**src/rtl/apu_pkg.sv**
```systemverilog
// Shared definitions for the APU register front end and frame sequencer.
// Contents:
//   - register offsets from $4000 (square 1/2 bytes, status, frame counter)
//   - default frame-sequencer divider and step counts
//   - frame mode enum and the per-step action lookup
package apu_pkg;

  localparam logic [4:0] SQ1_0  = 5'h00;
  localparam logic [4:0] SQ1_1  = 5'h01;
  localparam logic [4:0] SQ1_2  = 5'h02;
  localparam logic [4:0] SQ1_3  = 5'h03;
  localparam logic [4:0] SQ2_0  = 5'h04;
  localparam logic [4:0] SQ2_1  = 5'h05;
  localparam logic [4:0] SQ2_2  = 5'h06;
  localparam logic [4:0] SQ2_3  = 5'h07;
  localparam logic [4:0] STATUS = 5'h15;
  localparam logic [4:0] FRAME  = 5'h17;

  // 1.789773 MHz CPU clock / 240 Hz quarter-frame rate
  localparam int FRAME_DIV_DEFAULT = 7457;
  localparam int STEPS_4 = 4;
  localparam int STEPS_5 = 5;

  typedef enum logic {
    MODE_4STEP = 1'b0,
    MODE_5STEP = 1'b1
  } frame_mode_e;

  typedef struct packed {
    logic q240;  // quarter-frame clock
    logic q120;  // half-frame clock
    logic irq;   // frame interrupt request
  } step_action_t;

  // What a divider wrap does while the sequencer sits at `step`.
  function automatic step_action_t step_action(frame_mode_e mode, logic [2:0] step);
    step_action_t a;
    a = '0;
    if (mode == MODE_4STEP) begin
      a.q240 = 1'b1;
      a.q120 = (step == 3'd1) || (step == 3'd3);
      a.irq  = (step == 3'd3);
    end else begin
      // Step 3 of the 5-step sequence is the silent one.
      a.q240 = (step != 3'd3);
      a.q120 = (step == 3'd1) || (step == 3'd4);
    end
    return a;
  endfunction

endpackage

```
**src/rtl/apu_frame_counter.sv**
```systemverilog
// Frame sequencer: divider, step counter, mode/inhibit, quarter/half-frame
// enables and the frame interrupt flag.
// Configuration macro: APU_FRAME_IRQ_EN (undefined -> frame_irq tied 0,
// irq_inhibit still stored but unused).
// Ports:
//   clk, reset        clock, synchronous active-high reset
//   frame_wr          one-cycle $4017 write strobe
//   frame_d7          written mode bit (1 = 5-step)
//   frame_d6          written irq_inhibit bit
//   status_rd         $4015 read strobe (clears frame_irq)
//   enable_240hz      registered quarter-frame pulse
//   enable_120hz      registered half-frame pulse
//   frame_irq         frame interrupt flag
module apu_frame_counter
  import apu_pkg::*;
#(
  parameter int FRAME_DIV = FRAME_DIV_DEFAULT
) (
  input  logic clk,
  input  logic reset,
  input  logic frame_wr,
  input  logic frame_d7,
  input  logic frame_d6,
  input  logic status_rd,
  output logic enable_240hz,
  output logic enable_120hz,
  output logic frame_irq
);

  localparam int DIV_W = (FRAME_DIV > 2) ? $clog2(FRAME_DIV) : 1;
  localparam logic [DIV_W-1:0] DIV_RELOAD = DIV_W'(FRAME_DIV - 1);
  localparam logic [2:0] LAST_STEP_4 = 3'(STEPS_4 - 1);
  localparam logic [2:0] LAST_STEP_5 = 3'(STEPS_5 - 1);

  logic [DIV_W-1:0] div_q, div_d;
  logic [2:0]       step_q, step_d;
  frame_mode_e      mode_q, mode_d;
  logic             inhibit_q, inhibit_d;
  logic             q240_q, q240_d;
  logic             q120_q, q120_d;
  logic             irq_set;
  logic             wrap;
  step_action_t     act;

  // NOTE: every signal written here gets a default first so no path leaves
  // it unassigned; otherwise synthesis infers a latch.
  always_comb begin
    wrap      = (div_q == '0);
    act       = step_action(mode_q, step_q);
    div_d     = wrap ? DIV_RELOAD : div_q - 1'b1;
    step_d    = step_q;
    mode_d    = mode_q;
    inhibit_d = inhibit_q;
    q240_d    = 1'b0;
    q120_d    = 1'b0;
    irq_set   = 1'b0;

    if (wrap) begin
      step_d  = (step_q == ((mode_q == MODE_5STEP) ? LAST_STEP_5 : LAST_STEP_4))
                ? 3'd0 : step_q + 3'd1;
      q240_d  = act.q240;
      q120_d  = act.q120;
      irq_set = act.irq;
    end

    // A $4017 write overrides a coincident wrap: the sequence restarts and
    // the wrap's step advance, pulses and IRQ request are all discarded.
    if (frame_wr) begin
      mode_d    = frame_mode_e'(frame_d7);
      inhibit_d = frame_d6;
      div_d     = DIV_RELOAD;
      step_d    = 3'd0;
      q240_d    = frame_d7;
      q120_d    = frame_d7;
      irq_set   = 1'b0;
    end
  end

  // NOTE: sequential state is updated with non-blocking assignments so every
  // register samples the pre-edge values regardless of statement order.
  always_ff @(posedge clk) begin
    if (reset) begin
      div_q     <= DIV_RELOAD;
      step_q    <= 3'd0;
      mode_q    <= MODE_4STEP;
      inhibit_q <= 1'b0;
      q240_q    <= 1'b0;
      q120_q    <= 1'b0;
    end else begin
      div_q     <= div_d;
      step_q    <= step_d;
      mode_q    <= mode_d;
      inhibit_q <= inhibit_d;
      q240_q    <= q240_d;
      q120_q    <= q120_d;
    end
  end

  assign enable_240hz = q240_q;
  assign enable_120hz = q120_q;

`ifdef APU_FRAME_IRQ_EN
  logic irq_q;

  // Priority: inhibit-write clear, then set (beats a coincident status read),
  // then read clear.
  always_ff @(posedge clk) begin
    if (reset) begin
      irq_q <= 1'b0;
    end else if (frame_wr && frame_d6) begin
      irq_q <= 1'b0;
    end else if (irq_set && !inhibit_q) begin
      irq_q <= 1'b1;
    end else if (status_rd) begin
      irq_q <= 1'b0;
    end
  end

  assign frame_irq = irq_q;
`else
  logic unused_irq_inputs;
  assign unused_irq_inputs = ^{irq_set, inhibit_q, status_rd};
  assign frame_irq = 1'b0;
`endif

endmodule

```
**src/rtl/apu_register_frame.sv**
```systemverilog
// CPU-side APU front end: decodes writes to $4000-$4007, $4015, $4017,
// holds both square channels' register bytes with per-channel reload events,
// serves $4015 status reads, and hosts the frame sequencer.
// Configuration macro: APU_FRAME_IRQ_EN (frame IRQ logic; default off).
// Ports:
//   clk, reset              clock, synchronous active-high reset
//   bus_addr[4:0]           register offset from $4000
//   bus_wdata[7:0]          write data
//   bus_we, bus_re          one-cycle write / read strobes
//   bus_rdata[7:0]          read data, valid the cycle after bus_re
//   sq1_reg0..3, sq1_event  square 1 bytes, pulse when $4003 lands
//   sq2_reg0..3, sq2_event  square 2 bytes, pulse when $4007 lands
//   ch_enable[1:0]          $4015 bits {sq2, sq1}
//   enable_240hz/120hz      quarter/half-frame pulses
//   frame_irq               frame interrupt flag
module apu_register_frame
  import apu_pkg::*;
#(
  parameter int FRAME_DIV = FRAME_DIV_DEFAULT
) (
  input  logic       clk,
  input  logic       reset,
  input  logic [4:0] bus_addr,
  input  logic [7:0] bus_wdata,
  input  logic       bus_we,
  input  logic       bus_re,
  output logic [7:0] bus_rdata,
  output logic [7:0] sq1_reg0,
  output logic [7:0] sq1_reg1,
  output logic [7:0] sq1_reg2,
  output logic [7:0] sq1_reg3,
  output logic       sq1_event,
  output logic [7:0] sq2_reg0,
  output logic [7:0] sq2_reg1,
  output logic [7:0] sq2_reg2,
  output logic [7:0] sq2_reg3,
  output logic       sq2_event,
  output logic [1:0] ch_enable,
  output logic       enable_240hz,
  output logic       enable_120hz,
  output logic       frame_irq
);

  logic [7:0] sq1_q [4];
  logic [7:0] sq2_q [4];
  logic       sq1_wr, sq2_wr, status_wr, status_rd, frame_wr;

  // Each channel owns an aligned block of four offsets.
  assign sq1_wr    = bus_we && ((bus_addr & 5'h1C) == SQ1_0);
  assign sq2_wr    = bus_we && ((bus_addr & 5'h1C) == SQ2_0);
  assign status_wr = bus_we && (bus_addr == STATUS);
  assign frame_wr  = bus_we && (bus_addr == FRAME);
  assign status_rd = bus_re && (bus_addr == STATUS);

  // NOTE: the register-byte arrays are reset explicitly because the square
  // channels read them directly and must start from a known zero state.
  always_ff @(posedge clk) begin
    if (reset) begin
      for (int i = 0; i < 4; i++) begin
        sq1_q[i] <= 8'h00;
        sq2_q[i] <= 8'h00;
      end
      sq1_event <= 1'b0;
      sq2_event <= 1'b0;
      ch_enable <= 2'b00;
      bus_rdata <= 8'h00;
    end else begin
      if (sq1_wr) sq1_q[bus_addr[1:0]] <= bus_wdata;
      if (sq2_wr) sq2_q[bus_addr[1:0]] <= bus_wdata;
      if (status_wr) ch_enable <= bus_wdata[1:0];
      // Events rise together with the newly written length/timer-high byte.
      sq1_event <= bus_we && (bus_addr == SQ1_3);
      sq2_event <= bus_we && (bus_addr == SQ2_3);
      // Status is captured from pre-edge state, so a write in the same cycle
      // is not yet reflected.
      bus_rdata <= status_rd ? {1'b0, frame_irq, 4'b0000, ch_enable} : 8'h00;
    end
  end

  assign sq1_reg0 = sq1_q[0];
  assign sq1_reg1 = sq1_q[1];
  assign sq1_reg2 = sq1_q[2];
  assign sq1_reg3 = sq1_q[3];
  assign sq2_reg0 = sq2_q[0];
  assign sq2_reg1 = sq2_q[1];
  assign sq2_reg2 = sq2_q[2];
  assign sq2_reg3 = sq2_q[3];

  apu_frame_counter #(
    .FRAME_DIV (FRAME_DIV)
  ) u_frame_counter (
    .clk          (clk),
    .reset        (reset),
    .frame_wr     (frame_wr),
    .frame_d7     (bus_wdata[7]),
    .frame_d6     (bus_wdata[6]),
    .status_rd    (status_rd),
    .enable_240hz (enable_240hz),
    .enable_120hz (enable_120hz),
    .frame_irq    (frame_irq)
  );

endmodule

```
**config.mk**
```make
export PLATFORM = sky130hd
export DESIGN_NAME = apu_register_frame
export DESIGN_NICKNAME = d
export VERILOG_FILES = /design/src/rtl/apu_pkg.sv /design/src/rtl/apu_frame_counter.sv /design/src/rtl/apu_register_frame.sv
export SDC_FILE = /design/constraint.sdc
export NUM_CORES = 1
export LEC_CHECK = 0
export CAP_MARGIN = 25
export CORE_UTILIZATION = 48
export DETAILED_ROUTE_END_ITERATION = 7
export GPL_TIMING_DRIVEN = 0
export PLACE_DENSITY = 0.79
export SETUP_SLACK_MARGIN = 0.02
export SKIP_LAST_GASP = 1
export SLEW_MARGIN = 20
export SYNTH_ARGS = -nofsm -noshare
export SYNTH_HDL_FRONTEND = slang
export SYNTH_HIERARCHICAL = 1
export SYNTH_SLANG_ARGS = --single-unit
```
**constraint.sdc**
```tcl
create_clock -name clk -period 2.02 [get_ports clk]
set_input_delay 0.404 -clock clk [delete_from_list [all_inputs] [get_ports clk]]
set_output_delay 0.404 -clock clk [all_outputs]
set_load 0.05 [all_outputs]
```
==> summary.txt, run 1 <==
Run status
  – Outcome: complete, no violations

Worst setup path
  – Family with the most delay on the worst path: buffers and inverters
  – R2r setup slk: around 0.16 ns
  – Critical path launch point type: flip-flop
  – Levels on crit path: 1
  – Worst EP arrival: about 1.6 ns
  – Worst setup path category: reg2out
  – CP Max Fanout: 3
  – Crit-path cells: clkdlybuf4s50_1
  – Critical Path Sink Type: primary output
  – R2R depth: 8
  – Reg2Reg Capture Point: u_frame_counter/step_q[2]
  – Required @ worst endpoint: 1.62 ns
  – RR Startpoint: u_frame_counter/div_q[0]
  – Crit-path slowest cell: clkdlybuf4s50_1
  – WP buf/inv: 1
  – Largest stage delay, worst path: 0.83 ns

Yosys
  – Mapped Avg Cell Area: around 13 sq um
  – Synthesized instance count: about 290
  – YS warnings: 6
  – Mapped Area: 0.00367 sq mm

Power and ir drop
  – Gate power share: 0.169
  – Sequential share of power: 0.511
  – Sw Share: 0.278
  – Power density over the cells: between 800 and 900 mW/mm^2
  – Final Power: ~4.2 mW
  – Peak VDD IR: 0.000565 V
  – Sw power: around 1.2 mW
  – Cell Int Power: 3.00 mW
  – Clock power frac: 0.320
  – Leakage power figure: 1.91 nW

Clocking
  – TritonCTS clock tree: yes
  – Clk_lat worst skew: ~0.35 ns
  – Clock transition at the registers of the reported paths: about 0.08 ns
  – Max clock buf depth: 2
  – Clock root buffer: clkbuf_8
  – Sink Count: 90
  – CTS Hold Bufs: 0
  – H-Tree Depth: 3
  – Num CTS Buffers: 9

Place
  – Port Buffers: 88
  – Routability Congestion: 0.853
  – Area after DPL: ~0.0047 sq mm
  – Post-DP HPWL: around 5.7 mm

Floorplanning
  – Core Box Area: between 0.007 and 0.008 sq mm
  – Die height: between 80 and 90 um
  – Die ar.: 0.00799 sq mm
  – Die X: between 80 and 90 um
  – I/O pins: between 90 and 100
  – Row count: 31
  – Initial Util: 0.500

Global routing
  – Initial antenna violation count: 0
  – Vias in the first global route: between 2000 and 2500
  – First-pass GRT wire length: 11.9 mm
  – Tot GR Track Use: 0.209
  – Largest net degree at the start of global routing: 16
  – Remaining global-route overflow: 0

STA
  – Hold Vio Cnt, Final: 0
  – Fmax: ~510 MHz
  – Setup tns final: 0 ns
  – Clk_skew: ~0.0035 ns
  – Max-slew headroom at the worst pin: 0.650
  – WHS: roughly 0.47 ns
  – RSZ-0062 raised after global routing: true
  – Fin crit share: 0.979
  – Fin. max-slew vios: 0
  – Setup violators final: 0
  – Min cycle time layout: 1.98 ns
  – Measured slew at the worst slew-check pin: 0.524 ns

Layout
  – Most frequent cells in the layout: clkdlybuf4s50_1 (84), edfxtp_1 (64), and2_1 (30)
  – Share of cells above drive strength 1: 0.137
  – Sequential Area: around 0.0024 sq mm
  – Nets: 410
  – FILL cells: between 500 and 600
  – Design Area, Final: 0.00496 sq mm
  – Area of the multi-input gates: between 0.001 and 0.0015 sq mm
  – Util after Layout: 0.677
  – Commonest non-fill, non-tap cell in the layout: clkdlybuf4s50_1
  – Area delta synth->final: 35.2%
  – Inserted Diodes: 0

Detailed routing
  – Initial drt markers: 128
  – Drt first pass iters: 4
  – # DRC: 0
  – Wirelength per Cell: approximately 16 um
  – Final wirelength: 7.80 mm
  – Vias: between 2000 and 3000
  – Post-DRT Antenna Nets: 0
  – Vias per std cell: around 5.2

Worst hold path
  – Hold depth: 1
  – WHS Endpoint: u_frame_counter/div_q[0]
  – Hold Path Class: reg2reg
  – HP Start: u_frame_counter/div_q[0]

Run
  – Max Cap Violations: 0
==> repair_timing <==
action | CTS | global route
endpoints found under the setup margin | 72 | 86
gates resized for setup | 9 | 13
pin swaps | 0 | 2
setup buffers | 0 | 1
==> registers in the layout (all words and copies together) (netlist names) <==
name,count
sq1_q,32
sq2_q,32
u_frame_counter/div_q,13
bus_rdata,3
u_frame_counter/step_q,3
ch_enable,2
sq1_event,1
sq2_event,1
u_frame_counter/enable_120hz,1
u_frame_counter/enable_240hz,1
u_frame_counter/mode_q,1
==> worst max path at each step <==
stage                                  start                   endpoint  slack, ns
CTS                              bus_addr[0]                sq1_q[0][2]       0.01
detailed placement                     reset                sq2_q[2][6]      -0.61
global placement                       reset                sq2_q[2][6]      -0.59
finish                          ch_enable[1]               ch_enable[1]       0.04
global route                          bus_we                sq2_q[0][6]       0.01
floorplan           u_frame_counter/div_q[0]  u_frame_counter/step_q[1]       0.17
==> per-layer routing <==
metal / global-route usage / share of wire / wire length (um)
met5: 0 / 0 / 0
met4: 0.0967 / 0.017 / 134
met3: 0.0379 / 0.060 / 472
met2: 0.359 / 0.50 / 3870
met1: 0.256 / 0.43 / 3330
==> final cells by class <==
class                           instances  share of cell area
Sequential cell                        90               0.492
Clock inverter                          6              0.0184
Buffer                                 22              0.0270
Tap cell                               99              0.0250
Timing Repair Buffer                   89               0.180
Inverter                                8             0.00605
Multi-Input combinational cell        169               0.225
Clock buffer                           10              0.0257
==> per-stage QoR <==
| stage | setup WS [ns] | instances |
|---|---|---|
| 6_report | 0.0422 | 493 |
| 5_1_grt | 0.0137 | 493 |
| 4_1_cts | 0.0117 | 492 |
| 3_5_place_dp | -0.612 | 476 |
| 3_3_place_gp | -0.586 | 476 |
| 2_1_floorplan | 0.173 | 289 |
==> power by group through the flow <==
stage	clock, mW	sequential, mW	combinational (mW)
detailed placement	0	2.17	0.696
global route	1.42	2.14	0.743
finish	1.33	2.12	0.702
CTS	1.34	2.12	0.699
floorplan	0	2.43	0.186
global placement	0	2.16	0.686
Note: power is estimated with default switching activity, not from simulation.
==> run 2: changes to the inputs <==
--- a/config.mk
+++ b/config.mk
@@ -5,7 +5,7 @@
 export SDC_FILE = /design/constraint.sdc
 export NUM_CORES = 1
 export LEC_CHECK = 0
-export CAP_MARGIN = 25
+export CAP_MARGIN = 10
 export CORE_UTILIZATION = 48
 export DETAILED_ROUTE_END_ITERATION = 7
 export GPL_TIMING_DRIVEN = 0
==> results of run 2 <==
The final DEF is identical to that of run 1; final timing and power are the same.
